<file path="config.mk">
export PLATFORM = sky130hd
export DESIGN_NAME = cpu_test_monitor
export DESIGN_NICKNAME = d
export VERILOG_FILES = /design/src/rtl/cpu_test_monitor_pkg.sv /design/src/rtl/cpu_test_monitor_expect_rom.sv /design/src/rtl/cpu_test_monitor.sv
export SDC_FILE = /design/constraint.sdc
export NUM_CORES = 1
export LEC_CHECK = 0
export CAP_MARGIN = 0
export CORE_ASPECT_RATIO = 1.25
export CORE_MARGIN = 2
export CORE_UTILIZATION = 45
export DETAILED_ROUTE_END_ITERATION = 6
export PLACE_DENSITY = 0.71
export REMOVE_ABC_BUFFERS = 1
export SYNTH_ARGS = -nofsm -noshare
export SYNTH_HDL_FRONTEND = slang
export SYNTH_SLANG_ARGS = --single-unit
</file>
<file path="constraint.sdc">
create_clock -name clk -period 6.1 [get_ports clk]
set_clock_uncertainty 0.2 [all_clocks]
set_input_delay 1.22 -clock clk [delete_from_list [all_inputs] [get_ports clk]]
set_output_delay 1.22 -clock clk [all_outputs]
set_load 0.01 [all_outputs]
</file>
<file path="src/rtl/cpu_test_monitor_pkg.sv">
// Shared types and constants for the stack-CPU run monitor.
//   mon_state_e : monitor FSM encodings (IDLE=0, RUN=1, CHECK=2, DONE=3)
//   FAIL_CNT_W  : width of the mismatch counter
//   CYCLE_CNT_W : width of the RUN cycle counter
//   sat_inc     : saturating increment for the mismatch counter
package cpu_test_monitor_pkg;

   localparam int unsigned FAIL_CNT_W  = 16;
   localparam int unsigned CYCLE_CNT_W = 32;

   typedef enum logic [1:0] {
      ST_IDLE  = 2'd0,
      ST_RUN   = 2'd1,
      ST_CHECK = 2'd2,
      ST_DONE  = 2'd3
   } mon_state_e;

   // Increment that sticks at all-ones instead of wrapping.
   function automatic logic [FAIL_CNT_W-1:0] sat_inc(input logic [FAIL_CNT_W-1:0] v);
      return (v == '1) ? v : v + FAIL_CNT_W'(1);
   endfunction

endpackage

</file>
<file path="src/rtl/cpu_test_monitor_expect_rom.sv">
// Expected-value table for the memory scan.
//   clk, rst   : clock, asynchronous active-low reset
//   load_i     : a scan read is being issued this cycle
//   idx_i      : table index of the read being issued
//   exp_data_o : expected word for the index captured with the last read
// The index is captured alongside the read address so the looked-up word lines up
// with the memory's one-cycle read data.
module cpu_test_monitor_expect_rom #(
   parameter int unsigned                    DATA_W = 32,
   parameter int unsigned                    DEPTH  = 1,
   parameter int unsigned                    IDX_W  = 1,
   parameter logic [DEPTH*DATA_W-1:0]        INIT   = '0
) (
   input  logic              clk,
   input  logic              rst,
   input  logic              load_i,
   input  logic [IDX_W-1:0]  idx_i,
   output logic [DATA_W-1:0] exp_data_o
);

   logic [DATA_W-1:0] rom [DEPTH];
   logic [IDX_W-1:0]  idx_q;

   // Unpack the flat table into words; entry 0 sits in the low bits.
   for (genvar g = 0; g < int'(DEPTH); g++) begin : g_rom
      assign rom[g] = INIT[g*DATA_W +: DATA_W];
   end

   // Index follows each issued read by one cycle.
   always_ff @(posedge clk or negedge rst) begin
      if (!rst) begin
         idx_q <= '0;
      end else if (load_i) begin
         idx_q <= idx_i;
      end
   end

   assign exp_data_o = rom[idx_q];

endmodule

</file>
<file path="src/rtl/cpu_test_monitor.sv">
// Run monitor for the stack CPU: bounded-cycle watchdog on the run, then a scan of a
// data-memory window against an expected-value table.
//   clk, rst        : clock, asynchronous active-low reset
//   start           : one-cycle pulse, begins a run (IDLE/DONE only)
//   cpu_halt        : CPU has reached its halt instruction
//   mem_rd_en/addr  : data-memory read port, data returns one cycle later
//   mem_rd_data     : data-memory read data
//   done/pass/timeout, fail_count, first_fail_addr, cycle_count : run result
module cpu_test_monitor
   import cpu_test_monitor_pkg::*;
#(
   parameter int unsigned DATA_W         = 32,
   parameter int unsigned ADDR_W         = 8,
   parameter int unsigned TIMEOUT_CYCLES = 1000,
   parameter int unsigned CHECK_BASE     = 4,
   parameter int unsigned CHECK_COUNT    = 10,
   parameter logic [((CHECK_COUNT > 0) ? CHECK_COUNT : 1)*DATA_W-1:0] EXPECT_INIT = '0
) (
   input  logic                   clk,
   input  logic                   rst,
   input  logic                   start,
   input  logic                   cpu_halt,
   output logic                   mem_rd_en,
   output logic [ADDR_W-1:0]      mem_rd_addr,
   input  logic [DATA_W-1:0]      mem_rd_data,
   output logic                   done,
   output logic                   pass,
   output logic                   timeout,
   output logic [FAIL_CNT_W-1:0]  fail_count,
   output logic [ADDR_W-1:0]      first_fail_addr,
   output logic [CYCLE_CNT_W-1:0] cycle_count
);

   localparam int unsigned DEPTH    = (CHECK_COUNT > 0) ? CHECK_COUNT : 1;
   localparam int unsigned IDX_W    = (DEPTH > 1) ? $clog2(DEPTH) : 1;
   localparam int unsigned LAST_IDX = DEPTH - 1;
   localparam bit          SCAN_EN  = (CHECK_COUNT > 0);

   localparam logic [CYCLE_CNT_W-1:0] CYC_LIMIT = CYCLE_CNT_W'(TIMEOUT_CYCLES - 1);
   localparam logic [ADDR_W-1:0]      BASE_ADDR = ADDR_W'(CHECK_BASE);
   localparam logic [IDX_W-1:0]       LAST_I    = IDX_W'(LAST_IDX);

   mon_state_e             state_q, state_d;
   logic [CYCLE_CNT_W-1:0] cyc_q, cyc_d;
   logic [FAIL_CNT_W-1:0]  fail_q, fail_d;
   logic [ADDR_W-1:0]      ffa_q, ffa_d;
   logic                   done_q, done_d;
   logic                   pass_q, pass_d;
   logic                   tmo_q, tmo_d;
   logic                   rd_en_q, rd_en_d;
   logic [ADDR_W-1:0]      rd_addr_q, rd_addr_d;
   logic [IDX_W-1:0]       rd_idx_q, rd_idx_d;

   // Compare stage: tracks the read whose data is on mem_rd_data this cycle.
   logic                   cmp_valid_q;
   logic                   cmp_last_q;
   logic [ADDR_W-1:0]      cmp_addr_q;
   logic [DATA_W-1:0]      exp_data;
   logic                   mismatch;

   cpu_test_monitor_expect_rom #(
      .DATA_W (DATA_W),
      .DEPTH  (DEPTH),
      .IDX_W  (IDX_W),
      .INIT   (EXPECT_INIT)
   ) u_rom (
      .clk        (clk),
      .rst        (rst),
      .load_i     (rd_en_q),
      .idx_i      (rd_idx_q),
      .exp_data_o (exp_data)
   );

   assign mismatch = cmp_valid_q && (mem_rd_data != exp_data);

   // Next-state and next-output logic.
   always_comb begin
      state_d   = state_q;
      cyc_d     = cyc_q;
      fail_d    = fail_q;
      ffa_d     = ffa_q;
      done_d    = done_q;
      pass_d    = pass_q;
      tmo_d     = tmo_q;
      rd_en_d   = rd_en_q;
      rd_addr_d = rd_addr_q;
      rd_idx_d  = rd_idx_q;

      unique case (state_q)
         ST_IDLE, ST_DONE: begin
            if (start) begin
               state_d = ST_RUN;
               cyc_d   = '0;
               fail_d  = '0;
               ffa_d   = '0;
               done_d  = 1'b0;
               pass_d  = 1'b0;
               tmo_d   = 1'b0;
            end
         end

         ST_RUN: begin
            cyc_d = cyc_q + CYCLE_CNT_W'(1);
            // Halt is tested first so it beats the limit in the same cycle.
            if (cpu_halt) begin
               state_d = ST_CHECK;
               if (SCAN_EN) begin
                  rd_en_d   = 1'b1;
                  rd_addr_d = BASE_ADDR;
                  rd_idx_d  = '0;
               end
            end else if (cyc_q == CYC_LIMIT) begin
               state_d = ST_DONE;
               done_d  = 1'b1;
               tmo_d   = 1'b1;
               pass_d  = 1'b0;
            end
         end

         ST_CHECK: begin
            // Issue side: one read per cycle until the last index goes out.
            if (rd_en_q) begin
               if (rd_idx_q == LAST_I) begin
                  rd_en_d = 1'b0;
               end else begin
                  rd_idx_d  = rd_idx_q + IDX_W'(1);
                  rd_addr_d = rd_addr_q + ADDR_W'(1);
               end
            end
            // Compare side.
            if (mismatch) begin
               fail_d = sat_inc(fail_q);
               if (fail_q == '0) begin
                  ffa_d = cmp_addr_q;
               end
            end
            // Verdict includes the compare retiring this cycle.
            if (!SCAN_EN || (cmp_valid_q && cmp_last_q)) begin
               state_d = ST_DONE;
               done_d  = 1'b1;
               tmo_d   = 1'b0;
               pass_d  = (fail_d == '0);
            end
         end

         default: state_d = ST_IDLE;
      endcase
   end

   // State and output registers.
   always_ff @(posedge clk or negedge rst) begin
      if (!rst) begin
         state_q   <= ST_IDLE;
         cyc_q     <= '0;
         fail_q    <= '0;
         ffa_q     <= '0;
         done_q    <= 1'b0;
         pass_q    <= 1'b0;
         tmo_q     <= 1'b0;
         rd_en_q   <= 1'b0;
         rd_addr_q <= '0;
         rd_idx_q  <= '0;
      end else begin
         state_q   <= state_d;
         cyc_q     <= cyc_d;
         fail_q    <= fail_d;
         ffa_q     <= ffa_d;
         done_q    <= done_d;
         pass_q    <= pass_d;
         tmo_q     <= tmo_d;
         rd_en_q   <= rd_en_d;
         rd_addr_q <= rd_addr_d;
         rd_idx_q  <= rd_idx_d;
      end
   end

   // Compare pipeline follows the read port by one cycle.
   always_ff @(posedge clk or negedge rst) begin
      if (!rst) begin
         cmp_valid_q <= 1'b0;
         cmp_last_q  <= 1'b0;
         cmp_addr_q  <= '0;
      end else begin
         cmp_valid_q <= rd_en_q;
         cmp_last_q  <= rd_en_q && (rd_idx_q == LAST_I);
         cmp_addr_q  <= rd_addr_q;
      end
   end

   assign mem_rd_en       = rd_en_q;
   assign mem_rd_addr     = rd_addr_q;
   assign done            = done_q;
   assign pass            = pass_q;
   assign timeout         = tmo_q;
   assign fail_count      = fail_q;
   assign first_fail_addr = ffa_q;
   assign cycle_count     = cyc_q;

endmodule
</file>
==> reports/metrics.csv, run 1 <==
stage;metric;value;unit
worst_setup_path;Worst Setup End Kind;flip-flop;
place;Detailed Place HPWL;7.55;mm
sta;RSZ-0062 raised after global routing;no;
worst_setup_path;CP Launch Type;primary input;
cts;CTS tree;built;
sta;setup TNS;0;ns
finish;share of cells above drive strength 1;0.0689;
synth;Mapped Area;0.00446;sq mm
sta;relative slew slack;0.284;
finish;post-layout util;0.612;
cts;# hold bufs at CTS;0;
power_and_ir_drop;Worst VDD drop;0.000204;V
routing;Detailed Route WL;10.5;mm
sta;Final Cycle Share;0.567;
status;status;completed;
floorplanning;die width;93.1;um
flow_run;max cap viols;0;
power_and_ir_drop;PD cells;325;mW/mm^2
sta;final hold vios;0;
cts;clk sinks;84;
global_route;GRT Total Usage;0.210;
synth;Netlist cell types;64;
synth;asr flop ratio synth;1.00;
synth;Post-synth EDFFs;0;
floorplanning;Initial Utilization;0.464;
sta;Final min period;3.46;ns
floorplanning;I/O pin count;104;
finish;n_diodes;0;
worst_setup_path;critical path class;primary input to flip-flop;
sta;Pins Over Slew Limit;0;
routing;DR WL/cell;15.1;um
global_route;largest net degree at the start of global routing;85;
routing;ANT nets after route;0;
floorplanning;Die Ht;115;um
worst_setup_path;critical path data arrival time;3.48;ns
floorplanning;Core Area;0.00961;sq mm
cts;Worst-Skew Late Latency;0.34;ns
floorplanning;FP Rows;40;
routing;Vias;3717;
finish;synthesis-to-layout area growth;31.8;%
sta;final setup vio count;0;
global_route;global-route wire length before repair;17.8;mm
global_route;grt total ovfl;0;
synth;Yosys reg bits;84;
routing;drc violations;0;
place;IO buf count;103;
global_route;initial antenna violation count;0;
cts;clk slew on worst S/H paths;0.06;ns
routing;TritonRoute pass-1 iters;4;
global_route;number of global-route vias before repair;3563;
sta;Least-Margin Pin Slew;1.07;ns
synth;ranking of synthesized cells by area;dfrtp_1 (47%), xor2_1 (5.5%), nor2_1 (4.5%);
sta;Peak Freq;289;MHz
synth;Avg Synthesized Cell Area;9.63;sq um
synth;Synth Flop Type;dfrtp_1;
worst_setup_path;Worst EP required;6.12;ns
cts;htree depth;3;
cts;Num CTS Buffers;9;
place;gpl congestion;0.915;
finish;most common library cell in the layout ignoring fill and taps;clkdlybuf4s50_1;
cts;Root Buffer;clkbuf_16;
cts;Max Root-Sink Buffers;2;
hold_path;Hold Crit Class;flip-flop to flip-flop;
worst_setup_path;Max FO, Critical Path;18;
synth;post-synthesis sequential area ratio;0.471;
synth;largest area contributor in the netlist;dfrtp_1;
synth;Synth top area share;0.471;
cts;postcts setup bufs;0;
floorplanning;die area;0.0107;sq mm
finish;most frequent cells in the layout;clkdlybuf4s50_1 (102), dfrtp_1 (84), nor2_1 (53);
routing;Vias/cell;5.37;
synth;Mapped Cells;463;
cts;Post-CTS Resized;0;
synth;Synthesis Warnings;0;
routing;Iter 0 DRT Violations;202;
finish;Final #Nets;605;
power_and_ir_drop;leakage;2.42;nW
==> worst paths after layout <==
path,from,end,slack [ns],depth (start not counted)
setup / recovery,mem_rd_data[30],fail_count[8]$_DFFE_PN0P_,2.64,7
hold / removal,mem_rd_addr[7]$_DFFE_PN0P_,cmp_addr_q[7]$_DFF_PN0_,0.22,0
setup reg to reg,fail_count[0]$_DFFE_PN0P_,fail_count[8]$_DFFE_PN0P_,3.08,7
hold reg to reg,mem_rd_addr[7]$_DFFE_PN0P_,cmp_addr_q[7]$_DFF_PN0_,0.22,0
max in group asynchronous,rst,cycle_count[2]$_DFFE_PN0P_,4.18,1
min in group asynchronous,rst,fail_count[0]$_DFFE_PN0P_,0.87,1
==> synthesized netlist by cell type, types with 2 or more instances <==
cell	instances
clkbuf_1	9
a21oi_1	20
o41ai_1	4
a31oi_1	2
nand2b_1	4
o21ai_0	24
nand4_1	20
ha_1	8
buf_1	2
nand2_1	38
nor4_4	2
and2_1	3
and3_1	6
xnor2_1	8
buf_6	2
nand4b_1	2
o21bai_1	2
a22o_1	3
dfrtp_1	84
o21ai_1	10
o31ai_1	2
nor3_2	3
buf_2	3
nor2_1	53
and4_1	4
or3_1	4
inv_1	17
a32o_1	2
nor3_1	8
xor2_1	28
nand4_2	2
nor4_1	14
mux2i_1	8
nor3b_2	2
nand3_1	31
==> critical path, cell delays in order <==
cell	delay (ns)
clkdlybuf4s50_1	0.47
nor4_1	0.05
nand4_1	0.14
o21ai_4	0.12
nor2_1	0.84
nand2_1	0.30
o41ai_1	0.33
==> logic make-up after synthesis <==
kind of cell | Yosys count | share of synthesized area
AOI/OAI and AO/OA | 81 | 0.115
xor gates and xnor gates | 36 | 0.0707
adders and majority gates | 8 | 0.0224
buffers and inverters | 35 | 0.0384
DFF | 84 | 0.471
muxes | 11 | 0.0264
and+or+nand+nor | 208 | 0.256
==> report_power, final <==
part	switching, W	leakage [nW]	total (W)	internal (W)
combinational	0.000366	1.13	0.000614	0.000248
clock	0.000221	0.151	0.000589	0.000369
sequential	0.0000790	1.14	0.000707	0.000628
==> flip-flops by register name (all words and copies together) (netlist names) <==
name,flops
mem_rd_addr,8
cmp_last_q,1
done,1
cmp_valid_q,1
mem_rd_en,1
fail_count,16
rd_idx_q,4
state_q,2
timeout,1
pass,1
cycle_count,32
first_fail_addr,8
cmp_addr_q,8
==> metrics by stage <==
| step | instances | area [sq um] | hold WS, ns | power (W) | worst slack [ns] |
|---|---|---|---|---|---|
| 6_report | 692 | 5880 | 0.219 | 0.00191 | 2.64 |
| 3_5_place_dp | 676 | 5550 | 0.204 | 0.00134 | 2.31 |
| 5_1_grt | 692 | 5880 | 0.253 | 0.00204 | 2.43 |
| 4_1_cts | 692 | 5880 | 0.219 | 0.00194 | 2.66 |
| 3_3_place_gp | 676 | 5550 | 0.218 | 0.00132 | 2.35 |
| 2_1_floorplan | 445 | 4350 | 0.251 | 0.00108 | 2.96 |
==> layout make-up <==
| class | instances | area (sq um) |
|---|---|---|
| clock inverters | 6 | 87.6 |
| fillers | 836 | 3730 |
| well taps | 126 | 158 |
| flip-flops and latches | 84 | 2100 |
| clock buffers | 10 | 239 |
| repair buffers | 105 | 1040 |
| multi-input cells | 344 | 2190 |
| inverters | 17 | 63.8 |
==> routing by layer <==
metal	global-route usage	up-vias	routed length [um]
met4	0.0775	0	120
met2	0.344	72	5410
met3	0.0374	7	379
met5	0	-	0
li1	-	1857	-
met1	0.280	1781	4550
(Power assumes the default switching activity.)
==> run 2, diff against run 1 <==
--- a/config.mk
+++ b/config.mk
@@ -10,7 +10,7 @@
 export CORE_MARGIN = 2
 export CORE_UTILIZATION = 45
 export DETAILED_ROUTE_END_ITERATION = 6
-export PLACE_DENSITY = 0.71
+export PLACE_DENSITY = 0.74
 export REMOVE_ABC_BUFFERS = 1
 export SYNTH_ARGS = -nofsm -noshare
 export SYNTH_HDL_FRONTEND = slang
==> constraint.sdc (replaced) <==
create_clock -name clk -period 2.9 [get_ports clk]
set_clock_uncertainty 0.2 [all_clocks]
set_input_delay 0.58 -clock clk [delete_from_list [all_inputs] [get_ports clk]]
set_output_delay 0.58 -clock clk [all_outputs]
set_load 0.01 [all_outputs]
==> run 2 against run 1 <==
  * Final cell count is 4.2% higher
  * Worst setup slack worse by 2.5 ns
  * First-iteration DRC count is 17% lower
  * Clock-buffer cell count is 1 lower
  * Worst hold slack worse by 0.21 ns
  * Critical path depth is 1 higher
  * Via count is 7.3% higher
==> reports/metrics.csv, run 2 (synthesis results as in run 1) <==
stage;metric;value;unit
cts;Max Root-Sink Buffers;2;
sta;Least-Margin Pin Slew;0.633;ns
global_route;GRT Total Usage;0.220;
cts;Root Buffer;clkbuf_16;
routing;Iter 0 DRT Violations;168;
sta;RSZ-0062 raised after global routing;no;
floorplanning;FP Rows;40;
finish;synthesis-to-layout area growth;37.3;%
sta;relative slew slack;0.578;
sta;setup TNS;0;ns
worst_setup_path;Worst EP required;2.95;ns
finish;area occupied by multi-input gates;0.00220;sq mm
finish;most frequent cells in the layout;clkdlybuf4s50_1 (102), dfrtp_1 (84), nor2_1 (53);
cts;clk sinks;84;
floorplanning;die width;93.1;um
finish;filler instances;825;
finish;n_diodes;0;
cts;htree depth;3;
worst_setup_path;CP Launch Type;primary input;
floorplanning;die area;0.0107;sq mm
power_and_ir_drop;leakage;2.57;nW
floorplanning;I/O pin count;104;
routing;DR WL/cell;16.0;um
finish;max reg flops;32;
worst_setup_path;Max FO, Critical Path;5;
global_route;largest net degree at the start of global routing;44;
sta;final hold vios;0;
worst_setup_path;Worst Setup End Kind;flip-flop;
routing;Vias/cell;5.53;
place;Post-DP Area;0.00578;sq mm
finish;Seq. cell area;0.00210;sq mm
power_and_ir_drop;Worst VDD drop;0.000442;V
cts;# hold bufs at CTS;0;
global_route;initial antenna violation count;0;
sta;WHS;0.00702;ns
floorplanning;Initial Utilization;0.464;
floorplanning;Die Ht;115;um
cts;clk slew on worst S/H paths;0.07;ns
finish;share of cells above drive strength 1;0.118;
status;status;completed;
finish;Post-Layout Inst Area;0.00612;sq mm
flow_run;max cap viols;0;
sta;final setup vio count;0;
finish;Final #Nets;634;
sta;Final Cycle Share;0.956;
routing;drc violations;0;
place;IO buf count;103;
floorplanning;Core Area;0.00961;sq mm
routing;Vias;3989;
routing;ANT nets after route;0;
worst_setup_path;critical path class;primary input to flip-flop;
cts;Worst-Skew Late Latency;0.34;ns
finish;most common library cell in the layout ignoring fill and taps;clkdlybuf4s50_1;
hold_path;Hold Crit Class;primary input to async pin;
sta;Pins Over Slew Limit;0;
cts;CTS tree;built;
routing;Detailed Route WL;11.5;mm
global_route;grt total ovfl;0;
routing;TritonRoute pass-1 iters;4;
cts;Num CTS Buffers;9;
place;gpl congestion;0.902;
global_route;global-route wire length before repair;18.8;mm
place;Detailed Place HPWL;8.47;mm
sta;Peak Freq;361;MHz
global_route;number of global-route vias before repair;3886;
worst_setup_path;critical path data arrival time;2.82;ns
sta;Final min period;2.77;ns
power_and_ir_drop;PD cells;689;mW/mm^2
run 2: layer usage:
metal	vias up	global-route usage	share of wire
li1	1916	-	-
met1	1944	0.264	0.41
met2	108	0.393	0.53
met3	21	0.0433	0.043
met4	0	0.0804	0.018
met5	-	0	0
run 2: report_power, final:
| group | internal, W | leakage, nW | switching [W] |
|---|---|---|---|
| clock | 0.000766 | 0.155 | 0.000499 |
| sequential | 0.00132 | 1.14 | 0.000147 |
| combinational | 0.000629 | 1.28 | 0.000856 |
run 2: worst paths after layout:
kind | start | endpoint | slack, ns | cells past startpoint
worst max-delay path | mem_rd_data[16] | pass$_DFFE_PN0P_ | 0.13 | 8
worst min-delay path | rst | fail_count[0]$_DFFE_PN0P_ | 0.007 | 1
worst max register to register | cycle_count[19]$_DFFE_PN0P_ | pass$_DFFE_PN0P_ | 0.20 | 8
worst min register to register | mem_rd_addr[7]$_DFFE_PN0P_ | cmp_addr_q[7]$_DFF_PN0_ | 0.22 | 0
max in group asynchronous | rst | cycle_count[21]$_DFFE_PN0P_ | 1.87 | 2
min in group clk | mem_rd_addr[7]$_DFFE_PN0P_ | cmp_addr_q[7]$_DFF_PN0_ | 0.22 | 0
run 2: cell type report:
cell class,count,share of cell area
Tap cell,126,0.0257
Multi-Input combinational cell,344,0.359
Sequential cell,84,0.343
Inverter,17,0.0104
Clock buffer,9,0.0368
Timing Repair Buffer,134,0.208
Clock inverter,7,0.0170
run 2: critical path, stage by stage:
cell and delay [ns]:
clkdlybuf4s50_1 0.45, nor4_2 0.35, nand4_1 0.20, o21ai_4 0.29, nor3_2 0.08, mux2_4 0.31, a2111o_1 0.39, o31ai_2 0.16
run 2: per-stage QoR:
stage | setup WS, ns | util | power [W] | cells
after floorplan | 0.279 | - | 0.00226 | 445
after global placement | -0.135 | 0.602 | 0.00292 | 705
after detailed placement | -0.156 | 0.602 | 0.00297 | 705
after CTS | 0.0565 | 0.636 | 0.00424 | 721
after global routing | 0.0342 | 0.637 | 0.00448 | 721
final | 0.127 | 0.637 | 0.00422 | 721
run 2: repair_timing:
action,in CTS,in global routing
setup buffers,0,0
resized for setup,0,2
endpoints found under the setup margin,0,9
